## config.mk

```make
export PLATFORM = sky130hd
export DESIGN_NAME = udp_send
export DESIGN_NICKNAME = d
export VERILOG_FILES = /design/src/rtl/udp_send.sv
export SDC_FILE = /design/constraint.sdc
export NUM_CORES = 1
export LEC_CHECK = 0
export CAP_MARGIN = 20
export CELL_PAD_IN_SITES_DETAIL_PLACEMENT = 1
export CELL_PAD_IN_SITES_GLOBAL_PLACEMENT = 2
export CORE_MARGIN = 10
export CORE_UTILIZATION = 28
export DETAILED_ROUTE_END_ITERATION = 7
export GPL_ROUTABILITY_DRIVEN = 0
export HOLD_SLACK_MARGIN = 0.06
export PLACE_DENSITY = 0.83
export SLEW_MARGIN = 5
export SYNTH_ARGS = -nofsm -noshare
export SYNTH_HDL_FRONTEND = slang
export SYNTH_SLANG_ARGS = --single-unit
```

## constraint.sdc

```tcl
create_clock -name clk -period 2.22 [get_ports clk]
set_input_delay 0.444 -clock clk [delete_from_list [all_inputs] [get_ports clk]]
set_output_delay 0.444 -clock clk [all_outputs]
set_load 0.05 [all_outputs]
```

## src/rtl/udp_send.sv

```systemverilog
// udp_send: prepends an 8-byte UDP header (checksum 0x0000) to an application byte stream.
// Latency: header byte 0 valid 2 cycles after the first input beat; then 1 byte/cycle, no bubbles.
// Backpressure: single output register freezes while udp_axis_tready_in is low; input ready follows it in DATA.
// Optional feature macro: UDP_TX_LEN_CHECK_EN (force frame length to the declared length via pad/drop).
module udp_send (
    input  logic        clk,
    input  logic        reset,
    input  logic [7:0]  udpdata_tdata_in,
    input  logic        udpdata_tvalid_in,
    input  logic        udpdata_tlast_in,
    output logic        udpdata_tready_out,
    input  logic [15:0] src_port_in,
    input  logic [15:0] dest_port_in,
    input  logic [15:0] payload_len_in,
    output logic [7:0]  udp_axis_tdata_out,
    output logic        udp_axis_tvalid_out,
    output logic        udp_axis_tlast_out,
    input  logic        udp_axis_tready_in,
    output logic        busy_out,
    output logic        len_err_out
);

`ifdef UDP_TX_LEN_CHECK_EN
    typedef enum logic [2:0] {S_IDLE, S_HDR, S_DATA, S_PAD, S_DROP} state_t;
`else
    typedef enum logic [1:0] {S_IDLE, S_HDR, S_DATA} state_t;
`endif

    state_t      state;
    state_t      state_nxt;

    // Per-datagram context latched on the first beat.
    logic [15:0] src_q;
    logic [15:0] dst_q;
    logic [15:0] len_q;      // UDP length field = payload + 8
    logic [15:0] rem;        // payload bytes still owed to the frame
    logic [2:0]  hdr_idx;

    // Output register.
    logic [7:0]  out_dat;
    logic        out_vld;
    logic        out_last;

    // Control decoded by the FSM.
    logic        advance;
    logic        ld;
    logic [7:0]  ld_dat;
    logic        ld_last;
    logic        cap;
    logic        hdr_inc;
    logic        rem_dec;
    logic        in_rdy;
    logic [7:0]  hdr_byte;

`ifdef UDP_TX_LEN_CHECK_EN
    logic        err;
    logic        len_err;
`endif

    // The output register may take a new byte when empty or when its byte leaves this cycle.
    assign advance = !out_vld || udp_axis_tready_in;

    // Header byte selected by hdr_idx, ports and length MSB first, checksum zero.
    always_comb begin
        hdr_byte = 8'h00;
        case (hdr_idx)
            3'd0:    hdr_byte = src_q[15:8];
            3'd1:    hdr_byte = src_q[7:0];
            3'd2:    hdr_byte = dst_q[15:8];
            3'd3:    hdr_byte = dst_q[7:0];
            3'd4:    hdr_byte = len_q[15:8];
            3'd5:    hdr_byte = len_q[7:0];
            default: hdr_byte = 8'h00;
        endcase
    end

    // Next-state and datapath control; the triggering beat in IDLE is left pending.
    always_comb begin
        state_nxt = state;
        ld        = 1'b0;
        ld_dat    = 8'h00;
        ld_last   = 1'b0;
        cap       = 1'b0;
        hdr_inc   = 1'b0;
        rem_dec   = 1'b0;
        in_rdy    = 1'b0;
`ifdef UDP_TX_LEN_CHECK_EN
        err       = 1'b0;
`endif
        case (state)
            S_IDLE: begin
                if (udpdata_tvalid_in) begin
                    cap       = 1'b1;
                    state_nxt = S_HDR;
                end
            end
            S_HDR: begin
                if (advance) begin
                    ld      = 1'b1;
                    ld_dat  = hdr_byte;
                    hdr_inc = 1'b1;
                    if (hdr_idx == 3'd7) begin
`ifdef UDP_TX_LEN_CHECK_EN
                        if (rem == 16'd0) begin
                            // Empty datagram: frame ends on the header, pending input is discarded.
                            ld_last   = 1'b1;
                            err       = !udpdata_tlast_in;
                            state_nxt = S_DROP;
                        end else begin
                            state_nxt = S_DATA;
                        end
`else
                        state_nxt = S_DATA;
`endif
                    end
                end
            end
            S_DATA: begin
                in_rdy = advance;
                if (advance && udpdata_tvalid_in) begin
                    ld      = 1'b1;
                    ld_dat  = udpdata_tdata_in;
                    rem_dec = 1'b1;
`ifdef UDP_TX_LEN_CHECK_EN
                    if (rem == 16'd1) begin
                        ld_last = 1'b1;
                        if (udpdata_tlast_in) begin
                            state_nxt = S_IDLE;
                        end else begin
                            err       = 1'b1;
                            state_nxt = S_DROP;
                        end
                    end else if (udpdata_tlast_in) begin
                        err       = 1'b1;
                        state_nxt = S_PAD;
                    end
`else
                    ld_last = udpdata_tlast_in;
                    if (udpdata_tlast_in) begin
                        state_nxt = S_IDLE;
                    end
`endif
                end
            end
`ifdef UDP_TX_LEN_CHECK_EN
            S_PAD: begin
                if (advance) begin
                    ld      = 1'b1;
                    ld_dat  = 8'h00;
                    rem_dec = 1'b1;
                    if (rem == 16'd1) begin
                        ld_last   = 1'b1;
                        state_nxt = S_IDLE;
                    end
                end
            end
            S_DROP: begin
                in_rdy = 1'b1;
                if (udpdata_tvalid_in && udpdata_tlast_in) begin
                    state_nxt = S_IDLE;
                end
            end
`endif
            default: state_nxt = S_IDLE;
        endcase
    end

    // State, per-datagram context and output register.
    always_ff @(posedge clk) begin
        if (reset) begin
            state    <= S_IDLE;
            src_q    <= 16'h0000;
            dst_q    <= 16'h0000;
            len_q    <= 16'h0000;
            rem      <= 16'h0000;
            hdr_idx  <= 3'd0;
            out_dat  <= 8'h00;
            out_vld  <= 1'b0;
            out_last <= 1'b0;
`ifdef UDP_TX_LEN_CHECK_EN
            len_err  <= 1'b0;
`endif
        end else begin
            state <= state_nxt;
`ifdef UDP_TX_LEN_CHECK_EN
            len_err <= err;
`endif
            if (cap) begin
                src_q   <= src_port_in;
                dst_q   <= dest_port_in;
                len_q   <= payload_len_in + 16'd8;
                rem     <= payload_len_in;
                hdr_idx <= 3'd0;
            end
            if (hdr_inc) begin
                hdr_idx <= hdr_idx + 3'd1;
            end
            if (rem_dec) begin
                rem <= rem - 16'd1;
            end
            if (ld) begin
                out_dat  <= ld_dat;
                out_vld  <= 1'b1;
                out_last <= ld_last;
            end else if (udp_axis_tready_in) begin
                out_vld  <= 1'b0;
                out_last <= 1'b0;
            end
        end
    end

    assign udp_axis_tdata_out  = out_dat;
    assign udp_axis_tvalid_out = out_vld;
    assign udp_axis_tlast_out  = out_last;
    assign udpdata_tready_out  = in_rdy;
    assign busy_out            = (state != S_IDLE) || out_vld;
`ifdef UDP_TX_LEN_CHECK_EN
    assign len_err_out         = len_err;
`else
    assign len_err_out         = 1'b0;
`endif

endmodule

```

### Word level (Yosys, flattened, before mapping)

Index checks and enable logic that the tools add are counted.

* eq/ne operators: 13
* add/subtract/negate cells: 2
* reduce and logical (&&, ||, !) cells: 10
* multiplexer cells: 24

Operators with widths (count)
* one-hot mux 8 bit (6 select lines): 1
* adder 16 x 4 -> 16 bit (second input constant): 1
* two-way mux 8 bit: 2
* one-hot mux 8 bit (2 select lines): 1
* two-way mux 1 bit: 11
* two-way mux 2 bit: 5
* != test 2 bit (second input constant): 5
* equality test 3 bit (second input constant): 3
* equality test 3 x 2 -> 1 bit (second input constant): 2
* two-way mux 3 bit: 2
* one-hot mux 2 bit (3 select lines): 1
* nonzero test 2 bit: 3
* AND reduction 5 bit: 1
* adder 3 x 1 -> 3 bit (second input constant): 1
* equality test 3 x 1 -> 1 bit (second input constant): 1
* zero test 3 bit: 1
* equality test 2 x 1 -> 1 bit (second input constant): 1
* equality test 2 bit (second input constant): 1
* zero test 2 bit: 1
* logical OR 1 bit: 2
* one-hot mux 1 bit (2 select lines): 1
* logical AND 1 bit: 1
* zero test 1 bit: 1

* input bits: 61
* word-level logic and storage cells: 57
* output and inout port bits: 13
* register bits: 63

### Longest topological paths before layout

Gate-level depths: netlist of the first run.

* depth in word-level cells: 6
* mapped depth: 9
* gate-level depth less buffers: 6

### Worst setup path after synthesis of the first run

No wires, ideal clock.

* path kind: reg2reg
* start point: register hdr_idx[2]
* end point: register out_dat[0] (netlist: udp_axis_tdata_out[0])
* data arrival time: 1681 ps
* setup slack: 405 ps
* cell stages (with the launch flop): 10
* data required time: 2086 ps
* path through: dfxtp_1 > buf_2 > clkbuf_1 > inv_1 > ha_1 > buf_2 > nor3_1 > a211oi_4 > o21ai_0 > a211oi_1

* cells in the longest elaborated chain, start to end: 4
* elaborated cells on any way between the ends: 9

Ends and longest elaborated chain
* start: declaration: RTL line 37 `logic [2:0] hdr_idx;`
* start signal: assignment: RTL line 196 `hdr_idx <= hdr_idx + 3'd1;`
* equality test 3 bit (tied with other cells): RTL line 66 `case (hdr_idx)`
* one-hot mux 8 bit (6 select lines) (*): RTL line 66
* two-way mux 8 bit (*): RTL line 98 `if (advance) begin`
* one-hot mux 8 bit (2 select lines) (*): RTL line 90 `case (state)`
* end signal: assignment: RTL line 202 `out_dat <= ld_dat;`
* end: declaration: RTL line 40 `logic [7:0] out_dat;`

Mark *: on every way between the ends. The rest lies on a longest branch, timed or not.
A chain may end at the register's enable or synchronous reset.

### Worst setup path after layout of the first run

* start point: register hdr_idx[0]
* end point: register out_dat[3] (netlist: udp_axis_tdata_out[3])

The elaborated chain is that of the path after synthesis.

==> results of run 1 <==
==> cells in the mapped netlist, types with 2 or more instances <==
| cell type | number |
|---|---|
| a211oi_1 | 16 |
| a21o_1 | 3 |
| a21oi_1 | 49 |
| a222oi_1 | 6 |
| a311oi_1 | 3 |
| a32o_1 | 6 |
| and2_1 | 2 |
| and3_1 | 2 |
| buf_1 | 2 |
| buf_2 | 13 |
| clkbuf_1 | 12 |
| dfxtp_1 | 63 |
| ha_1 | 11 |
| inv_1 | 11 |
| mux2i_1 | 4 |
| nand2_1 | 80 |
| nand2b_1 | 3 |
| nand3_1 | 18 |
| nor2_1 | 21 |
| nor2b_1 | 3 |
| nor3_1 | 5 |
| o21ai_0 | 17 |
| o221ai_1 | 3 |
| or3_1 | 3 |
| xnor2_1 | 6 |
| xor2_1 | 2 |
==> placed cells by master, fill, tap and decap left out, types with 4 or more instances in the layout <==
cell             synthesis  layout
a211oi_1                16      16
o21ai_0                 17      17
nand2_1                 80      80
a21oi_1                 49      49
mux2i_1                  4       4
nor3_1                   5       5
nor2_1                  21      21
clkbuf_8                 0      10
a32o_1                   6       6
inv_1                   11      11
clkdlybuf4s50_1          0      69
dfxtp_1                 63      63
ha_1                    11      11
xnor2_1                  6       6
a222oi_1                 6       6
buf_4                    1       9
nand3_1                 18      18
==> metrics by stage <==
stage | utilization (%) | setup WS (ns) | std cells
after global routing | 38.9 | 0.0325 | 581
after global placement | 37.3 | 0.217 | 566
final | 38.9 | 0.208 | 581
after detailed placement | 37.3 | 0.169 | 566
after floorplan | - | 0.405 | 376
after CTS | 38.9 | 0.217 | 581
==> state kept, by name, summed over array words and instances (netlist names) <==
register	flops
hdr_idx	3
udp_axis_tdata_out	8
state	2
udp_axis_tvalid_out	1
src_q	16
udp_axis_tlast_out	1
len_q	16
dst_q	16
==> final cells by class <==
| cell class | instances | area share (%) |
|---|---|---|
| multi-input combinational | 274 | 39.3 |
| sequential | 63 | 31.1 |
| timing repair buffer | 82 | 20.3 |
| tap | 136 | 4.20 |
| clock buffer | 11 | 3.49 |
| inverter | 11 | 1.02 |
| clock inverter | 4 | 0.556 |
==> metal layers <==
metal	share of wire (%)	track usage, %	wire length [microns]	vias up
met5	0	0	0	-
met1	48	16.4	4510	1327
met3	5.7	3.08	533	13
met4	1.5	4.80	136	0
met2	44	19.5	4130	72
li1	-	-	-	1444
==> final timing paths <==
path | startpoint | end | slack (ns) | depth (start not counted)
worst max-delay path | hdr_idx[0]$_SDFFE_PP0P_ | udp_axis_tdata_out[3]$_SDFFE_PP0P_ | 0.21 | 6
worst min-delay path | dst_q[11]$_SDFFE_PP0P_ | dst_q[11]$_SDFFE_PP0P_ | 0.46 | 2
worst max register to register | hdr_idx[0]$_SDFFE_PP0P_ | udp_axis_tdata_out[3]$_SDFFE_PP0P_ | 0.21 | 6
worst min register to register | dst_q[11]$_SDFFE_PP0P_ | dst_q[11]$_SDFFE_PP0P_ | 0.46 | 2
==> power breakdown <==
group	switching [uW]	internal, uW	leakage, uW	total (uW)
Sequential	59.1	1230	0.000517	1290
Clock	447	424	0.0000850	871
Combinational	390	282	0.000830	672
==> critical path: cells and delay by family, from the launching register on <==
| kind | cells | cell delay [ns] |
|---|---|---|
| AO/OA/AOI/OAI | 4 | 1.03 |
| buffers and inverters | 1 | 0.10 |
| adder cells (fa/ha/maj) | 1 | 0.35 |
| flip-flops | 1 | 0.39 |
==> cells by family (layout without fill, tap and decap cells) <==
logic type      Yosys count  in the layout  synth area share [%]
fa+ha+maj                11             11                  4.56
other cells               1              1                 0.124
xor+xnor                  8              8                  2.32
flops                    63             63                  41.8
compound gates          107            107                  23.0
simple gates            143            143                  21.4
mux                       4              4                  1.33
buf+inv                  39            108                  5.51
==> results by group, run 1 <==
Setup path
  • Worst-path cell chain: inv_1, ha_1, a222oi_1, o21ai_0, o21ai_0, a211oi_1
  • Crit path kind: reg -> reg
  • Crit end category: register
  • CP Max Fanout: 10
  • Critical Path RT: 2.44 ns
  • Crit-path slowest cell: a222oi_1
  • Critical Path Max Stage Delay: 0.44 ns
  • Worst path arrival time: 2.23 ns
  • CP Launch Type: register
  • CP dominant cell by count: o21ai_0

Cells and area
  • Final #Nets: 513
  • Multi-input gate area: 1590 sq um
  • Syn-to-layout area delta: 34.2%
  • Share of layout cells above drive strength 1: 7.64%
  • Final instance area: 4050 sq um
  • Sequential Area: 1260 sq um
  • Total of fill cells in the finished design: 1247
  • Ant diodes: 0

Placed design
  • IO buf count: 72
  • Placed Area: 3890 sq um
  • Post-DP HPWL: 6960 microns

Die
  • Placeable Area: 10400 sq um
  • Row cnt: 37
  • Die H: 124 microns
  • Die Width: 124 microns
  • Top Ports: 74
  • Die Footprint: 15300 sq um
  • Initial Util: 29.0%

Global route
  • Largest net degree at the start of global routing: 64
  • Gr usage total: 12.6%
  • Initial antenna violation count: 0
  • First-pass GRT wire length: 15200 microns
  • Overflow after GRT: 0
  • Vias in the first global route: 2958

Yosys
  • Synthesized instance count: 376
  • Syn Nets: 448
  • Synth Flop Type: dfxtp_1
  • Post-synthesis sequential area ratio: 41.8%
  • Synth area leader: dfxtp_1
  • Synth unique cells: 38
  • Cell Area, Synth: 3020 sq um
  • Yosys warns: 0
  • Synth area leaders: dfxtp_1 (42%), nand2_1 (9.9%), a21oi_1 (8.1%)
  • Post-synth ARST share: 0%
  • Syn_area_per_cell: 8.03 sq um
  • Synthesis-stage register bit count: 63
  • Synth top area share: 41.8%
  • Post-synth EDFFs: 0

STA
  • Crit share post-route: 90.6%
  • Worst-margin pin slew: 0.523 ns
  • Slew Viols, Final: 0
  • Tmin final: 2.01 ns
  • Worst Skew: 0.00714 ns
  • Fmax: 497 MHz
  • # setup viols final: 0
  • Hold slack: 0.458 ns
  • Final Hold Vio Count: 0
  • Relative slew slack: 65.0%
  • RSZ-0062 raised after global routing: false
  • Post-route setup TNS: 0 ns

Routing
  • Total Wirelength: 9310 microns
  • WL/cell: 16.0 microns
  • Vias: 2856
  • ANT nets after route: 0
  • TritonRoute pass-1 iters: 7
  • Via density: 4.92
  • First DRT Iteration DRCs: 202
  • DRC Markers: 0

Clocking
  • Total CTS buffers: 9
  • Clk_lat worst skew: 0.34 ns
  • Clock sink count: 63
  • Root Driver: clkbuf_8
  • PostCTS Resize Cnt: 0
  • Postcts setup bufs: 0
  • Number of hold buffers added after CTS: 0
  • H-tree depth: 3
  • Clock buffer depth: 2
  • Clock slew seen by the registers of the worst setup and hold paths: 0.07 ns
  • CTS tree: done

Pwr
  • VDD IR max: 0.266 mV
  • Pwr dens: 699 nW/um^2
  • Static leakage: 0.00143 uW
  • Final Total Pwr: 2830 uW

Job
  • Total of max-cap violations: 0

Outcome
  • Outcome: complete, no violations

Min path
  • Min-Delay Path Class: reg -> reg
(Power assumes the default switching activity.)
==> run 2: changes to the inputs <==
SLEW_MARGIN = 10   (was 5)
==> results of run 2 <==
Final layout, timing and power as in run 1 (identical DEF).
